File: src/rtl/fifo_pkg.sv
// Shared definitions for the async FIFO and its read-side packer.
// Holds the default geometry and the packer FSM state encoding.
package fifo_pkg;

    localparam int DEF_WIDTH   = 8;
    localparam int DEF_PACK    = 4;
    localparam int DEF_TIMEOUT = 16;

    typedef logic [0:0] state_t;

    localparam state_t FILL = 1'b0;
    localparam state_t HOLD = 1'b1;

endpackage

File: src/rtl/fifo_rd_packer_if.sv
// FIFO read port plus packed output beat, bundled for the packer boundary.
// The master side is the packer: it drives the pop strobe and the output beat.
interface fifo_rd_packer_if
    import fifo_pkg::*;
#(
    parameter int WIDTH = DEF_WIDTH,
    parameter int PACK  = DEF_PACK
);
    logic                    fifo_empty;
    logic [WIDTH-1:0]        fifo_rdata;
    logic                    fifo_read;
    logic                    flush;
    logic                    out_valid;
    logic                    out_ready;
    logic [WIDTH*PACK-1:0]   out_data;
    logic [PACK-1:0]         out_keep;

    modport master (
        input  fifo_empty, fifo_rdata, flush, out_ready,
        output fifo_read, out_valid, out_data, out_keep
    );

    modport slave (
        output fifo_empty, fifo_rdata, flush, out_ready,
        input  fifo_read, out_valid, out_data, out_keep
    );
endinterface

File: src/rtl/pack_lane_reg.sv
// One WIDTH-bit lane of the output beat; load wins over clear.
// Single-cycle update, no handshake of its own.
module pack_lane_reg #(
    parameter int WIDTH = 8
) (
    input  logic             clk,
    input  logic             reset,
    input  logic             ld,
    input  logic             clr,
    input  logic [WIDTH-1:0] d,
    output logic [WIDTH-1:0] q
);
    logic [WIDTH-1:0] data_q, data_d;

    always_comb begin
        data_d = data_q;
        if (ld) begin
            data_d = d;
        end else if (clr) begin
            data_d = '0;
        end
    end

    always_ff @(posedge clk) begin
        if (reset) begin
            data_q <= '0;
        end else begin
            data_q <= data_d;
        end
    end

    assign q = data_q;
endmodule

File: src/rtl/fifo_rd_packer.sv
// Packs PACK fall-through FIFO words into one beat; beat valid on the edge of the last pop.
// Stalls popping while a beat is held and out_ready is low; flush/timeout emit partial beats.
module fifo_rd_packer
    import fifo_pkg::*;
#(
    parameter int WIDTH   = DEF_WIDTH,
    parameter int PACK    = DEF_PACK,
    parameter int TIMEOUT = DEF_TIMEOUT,
    parameter int CNT_W   = 3,
    parameter int TO_W    = 5
) (
    input  logic             clk,
    input  logic             reset,
    fifo_rd_packer_if.master bus
);
    localparam logic [CNT_W-1:0] CNT_LAST = CNT_W'(PACK - 1);
    localparam logic [TO_W-1:0]  TO_LAST  = (TIMEOUT == 0) ? '0 : TO_W'(TIMEOUT - 1);

    state_t                  state_q, state_d;
    logic [CNT_W-1:0]        count_q, count_d;
    logic [TO_W-1:0]         idle_q, idle_d;
    logic [PACK-1:0]         keep_q, keep_d;
    logic [PACK-1:0]         lane_ld;
    logic                    lane_clr;
    logic                    accept;
    logic                    pop;
    logic [WIDTH*PACK-1:0]   data_w;

    // Accepting a held beat frees the lanes in the same cycle, so popping continues.
    assign accept = (state_q == HOLD) && bus.out_ready;
    assign pop    = !bus.fifo_empty && !reset && ((state_q == FILL) || accept);

    always_comb begin
        state_d  = state_q;
        count_d  = count_q;
        idle_d   = '0;
        keep_d   = keep_q;
        lane_ld  = '0;
        lane_clr = 1'b0;
        if (state_q == FILL) begin
            if (pop) begin
                for (int k = 0; k < PACK; k++) begin
                    if (count_q == CNT_W'(k)) begin
                        lane_ld[k] = 1'b1;
                    end
                end
                keep_d  = keep_q | lane_ld;
                count_d = count_q + 1'b1;
            end
            if (pop && (count_q == CNT_LAST)) begin
                state_d = HOLD;
            end else if (bus.flush && ((count_q != '0) || pop)) begin
                state_d = HOLD;
            end else if ((TIMEOUT != 0) && (count_q != '0) && !pop && (idle_q == TO_LAST)) begin
                state_d = HOLD;
            end else if ((count_q != '0) && !pop) begin
                idle_d = (idle_q == '1) ? idle_q : idle_q + 1'b1;
            end
        end else if (accept) begin
            state_d  = FILL;
            lane_clr = 1'b1;
            count_d  = '0;
            keep_d   = '0;
            if (pop) begin
                lane_ld[0] = 1'b1;
                keep_d[0]  = 1'b1;
                count_d    = CNT_W'(1);
            end
        end
    end

    always_ff @(posedge clk) begin
        if (reset) begin
            state_q <= FILL;
            count_q <= '0;
            idle_q  <= '0;
            keep_q  <= '0;
        end else begin
            state_q <= state_d;
            count_q <= count_d;
            idle_q  <= idle_d;
            keep_q  <= keep_d;
        end
    end

    for (genvar k = 0; k < PACK; k++) begin : g_lane
        pack_lane_reg #(
            .WIDTH (WIDTH)
        ) u_lane (
            .clk   (clk),
            .reset (reset),
            .ld    (lane_ld[k]),
            .clr   (lane_clr),
            .d     (bus.fifo_rdata),
            .q     (data_w[k*WIDTH +: WIDTH])
        );
    end

    assign bus.fifo_read = pop;
    assign bus.out_valid = (state_q == HOLD);
    assign bus.out_data  = data_w;
    assign bus.out_keep  = keep_q;
endmodule
File: src/flat_wrapper.sv
// flat-port wrapper written by rule: the top's interface ports become plain ports
module fifo_rd_packer_flat import fifo_pkg::*;
#(
    parameter int WIDTH   = DEF_WIDTH,
    parameter int PACK    = DEF_PACK,
    parameter int TIMEOUT = DEF_TIMEOUT,
    parameter int CNT_W   = 3,
    parameter int TO_W    = 5
)
  (clk, reset, bus_fifo_empty, bus_fifo_rdata, bus_flush, bus_out_ready, bus_fifo_read, bus_out_valid, bus_out_data, bus_out_keep);
  fifo_rd_packer_if #(.WIDTH(WIDTH), .PACK(PACK)) bus_i ();
  input  logic clk;
  input  logic reset;
  input wire logic [$bits(bus_i.fifo_empty)-1:0] bus_fifo_empty;
  input wire logic [$bits(bus_i.fifo_rdata)-1:0] bus_fifo_rdata;
  input wire logic [$bits(bus_i.flush)-1:0] bus_flush;
  input wire logic [$bits(bus_i.out_ready)-1:0] bus_out_ready;
  output wire logic [$bits(bus_i.fifo_read)-1:0] bus_fifo_read;
  output wire logic [$bits(bus_i.out_valid)-1:0] bus_out_valid;
  output wire logic [$bits(bus_i.out_data)-1:0] bus_out_data;
  output wire logic [$bits(bus_i.out_keep)-1:0] bus_out_keep;
  assign bus_i.fifo_empty = bus_fifo_empty;
  assign bus_i.fifo_rdata = bus_fifo_rdata;
  assign bus_i.flush = bus_flush;
  assign bus_i.out_ready = bus_out_ready;
  assign bus_fifo_read = bus_i.fifo_read;
  assign bus_out_valid = bus_i.out_valid;
  assign bus_out_data = bus_i.out_data;
  assign bus_out_keep = bus_i.out_keep;
  fifo_rd_packer #(.WIDTH(WIDTH), .PACK(PACK), .TIMEOUT(TIMEOUT), .CNT_W(CNT_W), .TO_W(TO_W)) u_core (.clk(clk), .reset(reset), .bus(bus_i));
endmodule
File: config.mk
export PLATFORM = sky130hd
export DESIGN_NAME = fifo_rd_packer_flat
export DESIGN_NICKNAME = d
export VERILOG_FILES = /design/src/rtl/fifo_pkg.sv /design/src/rtl/fifo_rd_packer_if.sv /design/src/rtl/pack_lane_reg.sv /design/src/rtl/fifo_rd_packer.sv /design/src/flat_wrapper.sv
export SDC_FILE = /design/constraint.sdc
export NUM_CORES = 1
export LEC_CHECK = 0
export BUFFER_PORTS_ARGS = -buffer_cell sky130_fd_sc_hd__buf_4
export CORE_UTILIZATION = 52
export DETAILED_ROUTE_END_ITERATION = 10
export MAX_ROUTING_LAYER = met4
export PLACE_DENSITY_LB_ADDON = 0.25
export SYNTH_ARGS = -nofsm -noshare
export SYNTH_HDL_FRONTEND = slang
export SYNTH_SLANG_ARGS = --single-unit
export TNS_END_PERCENT = 30
File: constraint.sdc
create_clock -name clk -period 2 [get_ports clk]
set_input_delay 0.1 -clock clk [delete_from_list [all_inputs] [get_ports clk]]
set_output_delay 0.1 -clock clk [all_outputs]
set_load 0.01 [all_outputs]
==> impl_table.tex, run 1 <==
\begin{tabular}{lr}
\hline
Metric & Value \\
\hline
\multicolumn{2}{l}{\textbf{Floorplan}} \\
\quad Total die area & 0.00405 mm2 \\
\quad Die height & 63.7 um \\
\quad Core Box Area & 0.00366 mm2 \\
\quad Site row count & 22 \\
\quad DIE WIDTH & 63.7 um \\
\quad Top-level port count & 51 \\
\quad Starting utilization of the core area & 0.540 \\
\multicolumn{2}{l}{\textbf{Placement}} \\
\quad Port Buffers & 50 \\
\quad Weighted congestion reported at the end of routability-driven placement & 0.879 \\
\quad Cell area after placement & 0.00235 mm2 \\
\quad Half-perimeter wire length after placement & 3260 um \\
\multicolumn{2}{l}{\textbf{Global routing}} \\
\quad Antenna violations before repair & 0 \\
\quad Largest net degree at the start of global routing & 41 \\
\quad Global-route wire length before repair & 7690 um \\
\quad Met3 routing resource usage after global routing & 0.0707 \\
\quad Leftover overflow at the end of global routing & 0 \\
\quad Met1 usage & 0.311 \\
\quad Most heavily used metal layer in global routing & met2 \\
\quad Via count of the first global-routing pass & 1,638 \\
\quad Met2 Resource Use GR & 0.396 \\
\quad Total track usage & 0.252 \\
\multicolumn{2}{l}{\textbf{Layout}} \\
\quad Leading cell type in the layout, fill and taps excluded & sky130\_fd\_sc\_hd\_\_buf\_4 \\
\quad Fillers & 317 \\
\quad Area of all placed cells without fillers & 0.00246 mm2 \\
\quad Net count reported at finish & 277 \\
\quad \# diodes & 0 \\
\quad Area growth from synthesis to layout & 24.6\% \\
\quad Share of cells above drive strength 1 & 0.261 \\
\quad Leading cell types in the layout, fill and taps excluded & sky130\_fd\_sc\_hd\_\_buf\_4 (53), sky130\_fd\_sc\_hd\_\_dfxtp\_1 (45), sky130\_fd\_sc\_hd\_\_a21oi\_1 (30) \\
\quad Final Core Density & 0.673 \\
\multicolumn{2}{l}{\textbf{Setup path}} \\
\quad Required time worst endpoint & 2.24 ns \\
\quad CP max stage delay & 0.63 ns \\
\quad Maximum fanout along the worst path & 9 \\
\quad Crit Path Class & reg2reg \\
\quad Critical path data arrival time & 1.95 ns \\
\quad Launching element type of the critical path & register \\
\quad CP Buf/Inv Count & 0 \\
\quad Top cell by count, worst path & sky130\_fd\_sc\_hd\_\_ha\_1 \\
\quad Category of the worst setup path capture point & register \\
\quad Ordered list of cells on the worst path & ha\_1 -> ha\_1 -> nor4b\_2 -> nand2\_1 -> a21oi\_1 \\
\quad Slowest stage cell on the critical path & sky130\_fd\_sc\_hd\_\_nor4b\_2 \\
\quad Dominant delay contributor by cell family on the critical path & simple AND/OR/NAND/NOR gates \\
\multicolumn{2}{l}{\textbf{Pwr}} \\
\quad Internal power of the cells & 1420 uW \\
\quad PwrDens & 777 mW/mm2 \\
\quad Combinational share of power & 0.142 \\
\quad Static power due to leakage & 0.000963 uW \\
\quad Power Total & 1910 uW \\
\quad Worst VDD drop & 0.760 mV \\
\quad Switching pwr & 499 uW \\
\quad Part of the total power dissipated in sequential elements & 0.497 \\
\quad Clock network power share & 0.360 \\
\quad Switching power share of the total & 0.261 \\
\multicolumn{2}{l}{\textbf{Job}} \\
\quad Total of max-cap violations & 0 \\
\multicolumn{2}{l}{\textbf{Logic synthesis}} \\
\quad Sequential fraction of the synthesis area & 0.455 \\
\quad Summed instance area of the synthesized netlist & 0.00198 mm2 \\
\quad Yosys warnings & 0 \\
\quad Post-Synthesis Net Count & 232 \\
\quad Syn Inst Count & 211 \\
\quad Synthesized flop and latch total & 45 \\
\quad Count of distinct cell types in the synthesized netlist & 40 \\
\quad Average footprint of a synthesized cell & 9.38 um2 \\
\multicolumn{2}{l}{\textbf{Clock network}} \\
\quad CTS sink cnt & 45 \\
\quad Register clock-pin slew on the reported worst setup and hold paths & 0.09 ns \\
\quad Clock root buffer & sky130\_fd\_sc\_hd\_\_clkbuf\_8 \\
\quad Clock latency of the later-clocked register in the worst-skew pair & 0.30 ns \\
\quad Cts bufs inserted & 5 \\
\quad Hold buffer count at CTS & 0 \\
\quad Clock tree from TritonCTS & done \\
\quad Bufs on Longest Clock Path & 2 \\
\quad Cts repair resizes & 0 \\
\quad Post-CTS setup buffer count & 0 \\
\quad Count of H-tree levels built during CTS & 2 \\
\multicolumn{2}{l}{\textbf{Timing}} \\
\quad Hold Fails Final Rpt & 0 \\
\quad RSZ-0062 raised after global routing & no \\
\quad Number of setup violations in the final report & 0 \\
\quad Slew headroom & 0.500 \\
\quad Post-route clock skew & 0.0120 ns \\
\quad Post-route minimum period & 1.71 ns \\
\quad Worst Tran Pin Value & 0.747 ns \\
\quad Maximum clock rate & 585 MHz \\
\quad Fin. max-slew vios & 0 \\
\quad Final worst-path cycle share & 0.855 \\
\quad Aggregate negative setup slack & 0 ns \\
\multicolumn{2}{l}{\textbf{Detailed routing}} \\
\quad Via density per instance & 5.74 \\
\quad Antenna Violating Nets Remaining & 0 \\
\quad Routed len/inst & 15.2 um \\
\quad DR iter-0 viols & 186 \\
\quad Total DRC errors in the routed layout & 0 \\
\quad 1st-pass router iterations & 4 \\
\quad Total routed wirelength & 4650 um \\
\quad Routed vias & 1,752 \\
\multicolumn{2}{l}{\textbf{Outcome}} \\
\quad Status & finished, final reports clean \\
\multicolumn{2}{l}{\textbf{Worst hold path}} \\
\quad Min-delay worst type & in2reg \\
\hline
\end{tabular}
## layer usage
layer / wire [um] / up-vias
li1: - / 862
met1: 2110 / 829
met2: 2220 / 55
met3: 271 / 6
met4: 53 / 0
met5: 0 / -
## final cells by class
| class | count | area, um2 | share of cell area |
|---|---|---|---|
| clock inverter | 2 | 38.8 | 0.0157 |
| timing repair buffer | 53 | 398 | 0.161 |
| clock buffer | 6 | 72.6 | 0.0294 |
| inverter | 6 | 22.5 | 0.00914 |
| tap | 48 | 60.1 | 0.0244 |
| sequential | 45 | 901 | 0.365 |
| multi-input combinational | 145 | 972 | 0.394 |
## through the flow
| stage | cells | hold WS, ns | setup slack, ns |
|---|---|---|---|
| finish | 305 | 0.0496 | 0.291 |
| global route | 305 | 0.0408 | 0.102 |
| CTS | 305 | 0.0445 | 0.276 |
| detailed placement | 297 | 0.363 | 0.289 |
| global placement | 297 | 0.365 | 0.320 |
| floorplan | 211 | 0.233 | 0.395 |
## synth_stat cells
cell type	instances	share of area
sky130_fd_sc_hd__dfxtp_1	45	0.46
sky130_fd_sc_hd__a21oi_1	30	0.076
sky130_fd_sc_hd__nand3_1	24	0.061
sky130_fd_sc_hd__o211ai_1	16	0.061
sky130_fd_sc_hd__nand2_1	10	0.019
sky130_fd_sc_hd__a22o_1	8	0.035
sky130_fd_sc_hd__ha_1	8	0.051
sky130_fd_sc_hd__clkbuf_1	7	0.013
sky130_fd_sc_hd__inv_1	6	0.011
sky130_fd_sc_hd__nor2_1	5	0.0095
sky130_fd_sc_hd__nor2b_1	5	0.016
sky130_fd_sc_hd__nor4b_1	5	0.022
sky130_fd_sc_hd__buf_2	3	0.0076
sky130_fd_sc_hd__buf_6	3	0.017
sky130_fd_sc_hd__nor3_1	3	0.0076
sky130_fd_sc_hd__or3_1	3	0.0095
sky130_fd_sc_hd__and3_1	2	0.0063
sky130_fd_sc_hd__buf_1	2	0.0038
sky130_fd_sc_hd__o21ai_0	2	0.0051
sky130_fd_sc_hd__o21ai_1	2	0.0051
sky130_fd_sc_hd__or4_1	2	0.0076
sky130_fd_sc_hd__xor2_1	2	0.0089
sky130_fd_sc_hd__a211oi_1	1	0.0038
sky130_fd_sc_hd__a211oi_2	1	0.0063
sky130_fd_sc_hd__a21oi_4	1	0.0082
sky130_fd_sc_hd__a22oi_1	1	0.0038
sky130_fd_sc_hd__a32o_1	1	0.0051
sky130_fd_sc_hd__and2_0	1	0.0032
sky130_fd_sc_hd__and2_1	1	0.0032
sky130_fd_sc_hd__mux2i_1	1	0.0051
sky130_fd_sc_hd__nand2b_1	1	0.0032
sky130_fd_sc_hd__nand4b_1	1	0.0044
sky130_fd_sc_hd__nor3_2	1	0.0051
sky130_fd_sc_hd__nor4_4	1	0.011
sky130_fd_sc_hd__nor4b_2	1	0.0076
sky130_fd_sc_hd__o21a_1	1	0.0038
sky130_fd_sc_hd__or2_4	1	0.0044
sky130_fd_sc_hd__or3b_2	1	0.0044
sky130_fd_sc_hd__or4b_1	1	0.0051
sky130_fd_sc_hd__xnor2_1	1	0.0044
## worst register-to-register path, cell delays in order (launching register included)
cell and delay, ns:
sky130_fd_sc_hd__dfxtp_1 0.40, sky130_fd_sc_hd__ha_1 0.18, sky130_fd_sc_hd__ha_1 0.18, sky130_fd_sc_hd__nor4b_2 0.63
sky130_fd_sc_hd__nand2_1 0.13, sky130_fd_sc_hd__a21oi_1 0.14
## flip-flops by register name (all words and copies together) (netlist names)
name	count
u_core.g_lane.u_lane.q	32
u_core.idle_q	5
u_core.bus.out_keep	4
u_core.count_q	3
u_core.bus.out_valid	1
## kinds of logic after synthesis
logic type      synth area share
flops                      0.455
compound gates             0.213
buf+inv                   0.0531
xor+xnor                  0.0133
fa+ha+maj                 0.0506
mux                      0.00506
simple gates               0.209
## final timing paths
check / from / to / slack, ns / cells after the start
setup reg to reg: u_core.count_q[0] / u_core.g_lane[3].u_lane.q[7] / 0.29 / 5
hold / removal: bus_fifo_rdata[6] / u_core.g_lane[0].u_lane.q[6] / 0.05 / 2
setup / recovery: u_core.count_q[0] / u_core.g_lane[3].u_lane.q[7] / 0.29 / 5
hold reg to reg: u_core.g_lane[3].u_lane.q[3] / u_core.g_lane[3].u_lane.q[3] / 0.48 / 2
## power by group through the flow
stage / Sequential, uW / Combinational (uW) / Clock (uW)
after floorplan: 979 / 161 / 0
after global routing: 956 / 297 / 734
after global placement: 971 / 270 / 0
final: 952 / 273 / 690
after detailed placement: 973 / 271 / 0
after CTS: 952 / 272 / 699
No activity file was read; power rests on OpenSTA's default activity.
==> inputs of run 2 (changes only) <==
==> constraint.sdc (replaced) <==
create_clock -name clk -period 1.79 [get_ports clk]
set_input_delay 0.0895 -clock clk [delete_from_list [all_inputs] [get_ports clk]]
set_output_delay 0.0895 -clock clk [all_outputs]
set_load 0.01 [all_outputs]
==> run 2 against run 1 <==
  * Wire length down 1.3%
  * First-iteration DRC count down 8.6%
  * Clock skew down 0.0085 ns
  * Critical path type unchanged
==> impl_table.tex, run 2 (same netlist as run 1, synthesis figures left out) <==
\begin{tabular}{lr}
\hline
Metric & Value \\
\hline
\multicolumn{2}{l}{\textbf{Pwr}} \\
\quad Power Total & 2040 uW (+6.6\%) \\
\quad Worst VDD drop & 0.481 mV (-37\%) \\
\quad Static power due to leakage & 0.000970 uW (+0.76\%) \\
\quad PwrDens & 820 mW/mm2 (+5.5\%) \\
\multicolumn{2}{l}{\textbf{Timing}} \\
\quad Number of setup violations in the final report & 0 (unchanged) \\
\quad Slew headroom & 0.623 (+0.123) \\
\quad Final worst-path cycle share & 0.945 (+0.0901) \\
\quad RSZ-0062 raised after global routing & yes \\
\quad Aggregate negative setup slack & 0 ns (unchanged) \\
\quad Fin. max-slew vios & 0 (unchanged) \\
\quad Post-route minimum period & 1.69 ns (-0.0182 ns) \\
\quad Hold Fails Final Rpt & 0 (unchanged) \\
\quad Worst Tran Pin Value & 0.562 ns (-0.186 ns) \\
\quad Post-route clock skew & 0.00356 ns (-0.00848 ns) \\
\quad Maximum clock rate & 591 MHz (+1.1\%) \\
\multicolumn{2}{l}{\textbf{Setup path}} \\
\quad Ordered list of cells on the worst path & inv\_1 -> ha\_1 -> or4\_1 -> a32o\_1 \\
\quad CP max stage delay & 0.52 ns (-0.11 ns) \\
\quad Required time worst endpoint & 1.99 ns (-0.25 ns) \\
\quad Category of the worst setup path capture point & register \\
\quad Crit Path Class & reg2reg \\
\quad Maximum fanout along the worst path & 8 (-1) \\
\quad Slowest stage cell on the critical path & sky130\_fd\_sc\_hd\_\_or4\_1 \\
\quad Critical path data arrival time & 1.89 ns (-0.06 ns) \\
\quad Launching element type of the critical path & register \\
\multicolumn{2}{l}{\textbf{Clock network}} \\
\quad Cts repair resizes & 0 (unchanged) \\
\quad Hold buffer count at CTS & 0 (unchanged) \\
\quad Clock latency of the later-clocked register in the worst-skew pair & 0.30 ns (about the same) \\
\quad Cts bufs inserted & 5 (unchanged) \\
\quad Count of H-tree levels built during CTS & 2 (unchanged) \\
\quad Register clock-pin slew on the reported worst setup and hold paths & 0.09 ns (about the same) \\
\quad Clock tree from TritonCTS & done \\
\quad Clock root buffer & sky130\_fd\_sc\_hd\_\_clkbuf\_8 \\
\quad Post-CTS setup buffer count & 0 (unchanged) \\
\quad CTS sink cnt & 45 (unchanged) \\
\quad Bufs on Longest Clock Path & 2 (unchanged) \\
\multicolumn{2}{l}{\textbf{Detailed routing}} \\
\quad Top metal layer carrying routed signals & met4 \\
\quad 1st-pass router iterations & 4 (unchanged) \\
\quad Met2 wirelength from detailed routing & 2020 um (-9.0\%) \\
\quad Total DRC errors in the routed layout & 0 (unchanged) \\
\quad Antenna Violating Nets Remaining & 0 (unchanged) \\
\quad DR iter-0 viols & 170 (-8.6\%) \\
\quad WL met3 & 250 um (-7.7\%) \\
\quad Routed vias & 1,768 (+0.91\%) \\
\quad Via density per instance & 5.72 (-0.39\%) \\
\quad Routed len/inst & 14.8 um (-2.6\%) \\
\quad Routed metal-1 wire length & 2170 um (+3.0\%) \\
\quad Total routed wirelength & 4580 um (-1.3\%) \\
\multicolumn{2}{l}{\textbf{Global routing}} \\
\quad Via count of the first global-routing pass & 1,660 (+1.3\%) \\
\quad Largest net degree at the start of global routing & 22 (-46\%) \\
\quad Antenna violations before repair & 0 (unchanged) \\
\quad Global-route wire length before repair & 7820 um (+1.6\%) \\
\quad Leftover overflow at the end of global routing & 0 (unchanged) \\
\quad Total track usage & 0.257 (+0.00452) \\
\multicolumn{2}{l}{\textbf{Layout}} \\
\quad Area of all placed cells without fillers & 0.00249 mm2 (+0.96\%) \\
\quad \# diodes & 0 (unchanged) \\
\quad Net count reported at finish & 281 (+1.4\%) \\
\quad Leading cell types in the layout, fill and taps excluded & sky130\_fd\_sc\_hd\_\_buf\_4 (57), sky130\_fd\_sc\_hd\_\_dfxtp\_1 (45), sky130\_fd\_sc\_hd\_\_a21oi\_1 (30) \\
\quad Final Core Density & 0.680 (+0.00649) \\
\quad Leading cell type in the layout, fill and taps excluded & sky130\_fd\_sc\_hd\_\_buf\_4 \\
\quad Share of cells above drive strength 1 & 0.280 (+0.0190) \\
\quad Number of flip-flops under the largest register name & 32 (unchanged) \\
\quad Area growth from synthesis to layout & 25.8\% \\
\multicolumn{2}{l}{\textbf{Worst hold path}} \\
\quad Min-delay worst type & in2reg \\
\multicolumn{2}{l}{\textbf{Floorplan}} \\
\quad DIE WIDTH & 63.7 um (unchanged) \\
\quad Total die area & 0.00405 mm2 (unchanged) \\
\quad Top-level port count & 51 (unchanged) \\
\quad Core Box Area & 0.00366 mm2 (unchanged) \\
\quad Site row count & 22 (unchanged) \\
\quad Die height & 63.7 um (unchanged) \\
\quad Starting utilization of the core area & 0.540 (unchanged) \\
\multicolumn{2}{l}{\textbf{Placement}} \\
\quad Port Buffers & 50 (unchanged) \\
\quad Cell area after placement & 0.00238 mm2 (+1.3\%) \\
\quad Half-perimeter wire length after placement & 3200 um (-1.8\%) \\
\quad Weighted congestion reported at the end of routability-driven placement & 0.893 (+1.6\%) \\
\multicolumn{2}{l}{\textbf{Outcome}} \\
\quad Status & finished, final reports clean \\
\multicolumn{2}{l}{\textbf{Job}} \\
\quad Total of max-cap violations & 0 (unchanged) \\
\hline
\end{tabular}
run 2: per-stage QoR:
stage	setup WS, ns	hold slack [ns]	std cells
after floorplan	0.185	0.222	211
after global placement	0.112	0.354	301
after detailed placement	0.0663	0.355	301
after CTS	0.0559	0.0321	309
after global routing	-0.0116	0.0360	309
final	0.0992	0.0388	309
run 2: power by group:
| part | internal (uW) | switching (uW) |
|---|---|---|
| clock | 285 | 375 |
| combinational | 135 | 179 |
| sequential | 1040 | 29.9 |
run 2: final timing paths:
path              slack, ns  cells after the start                    startpoint                            to
setup / recovery        0.1                      4             u_core.count_q[2]          u_core.bus.out_valid
hold / removal         0.04                      2             bus_fifo_rdata[0]  u_core.g_lane[0].u_lane.q[0]
setup reg to reg        0.1                      4             u_core.count_q[2]          u_core.bus.out_valid
hold reg to reg        0.48                      2  u_core.g_lane[3].u_lane.q[6]  u_core.g_lane[3].u_lane.q[6]
run 2: metal layers:
layer | vias to the layer above | global-route usage
met5 | - | -
met4 | 0 | 0.128
met3 | 13 | 0.0688
met2 | 61 | 0.368
met1 | 816 | 0.330
li1 | 878 | -
run 2: worst max-delay path: cells and delay by family, from the launching register on:
kind,cells,cell delay (ns)
AOI/OAI and AO/OA,1,0.26
adders and majority gates,1,0.24
buffers and inverters,1,0.08
DFF,1,0.50
and+or+nand+nor,1,0.52
run 2: layout make-up:
type / instances / area (um2)
clock buffers: 5 / 68.8
clock inverters: 3 / 25.0
fillers: 310 / 1170
inverters: 6 / 22.5
multi-input cells: 145 / 983
flip-flops and latches: 45 / 901
well taps: 48 / 60.1
repair buffers: 57 / 428
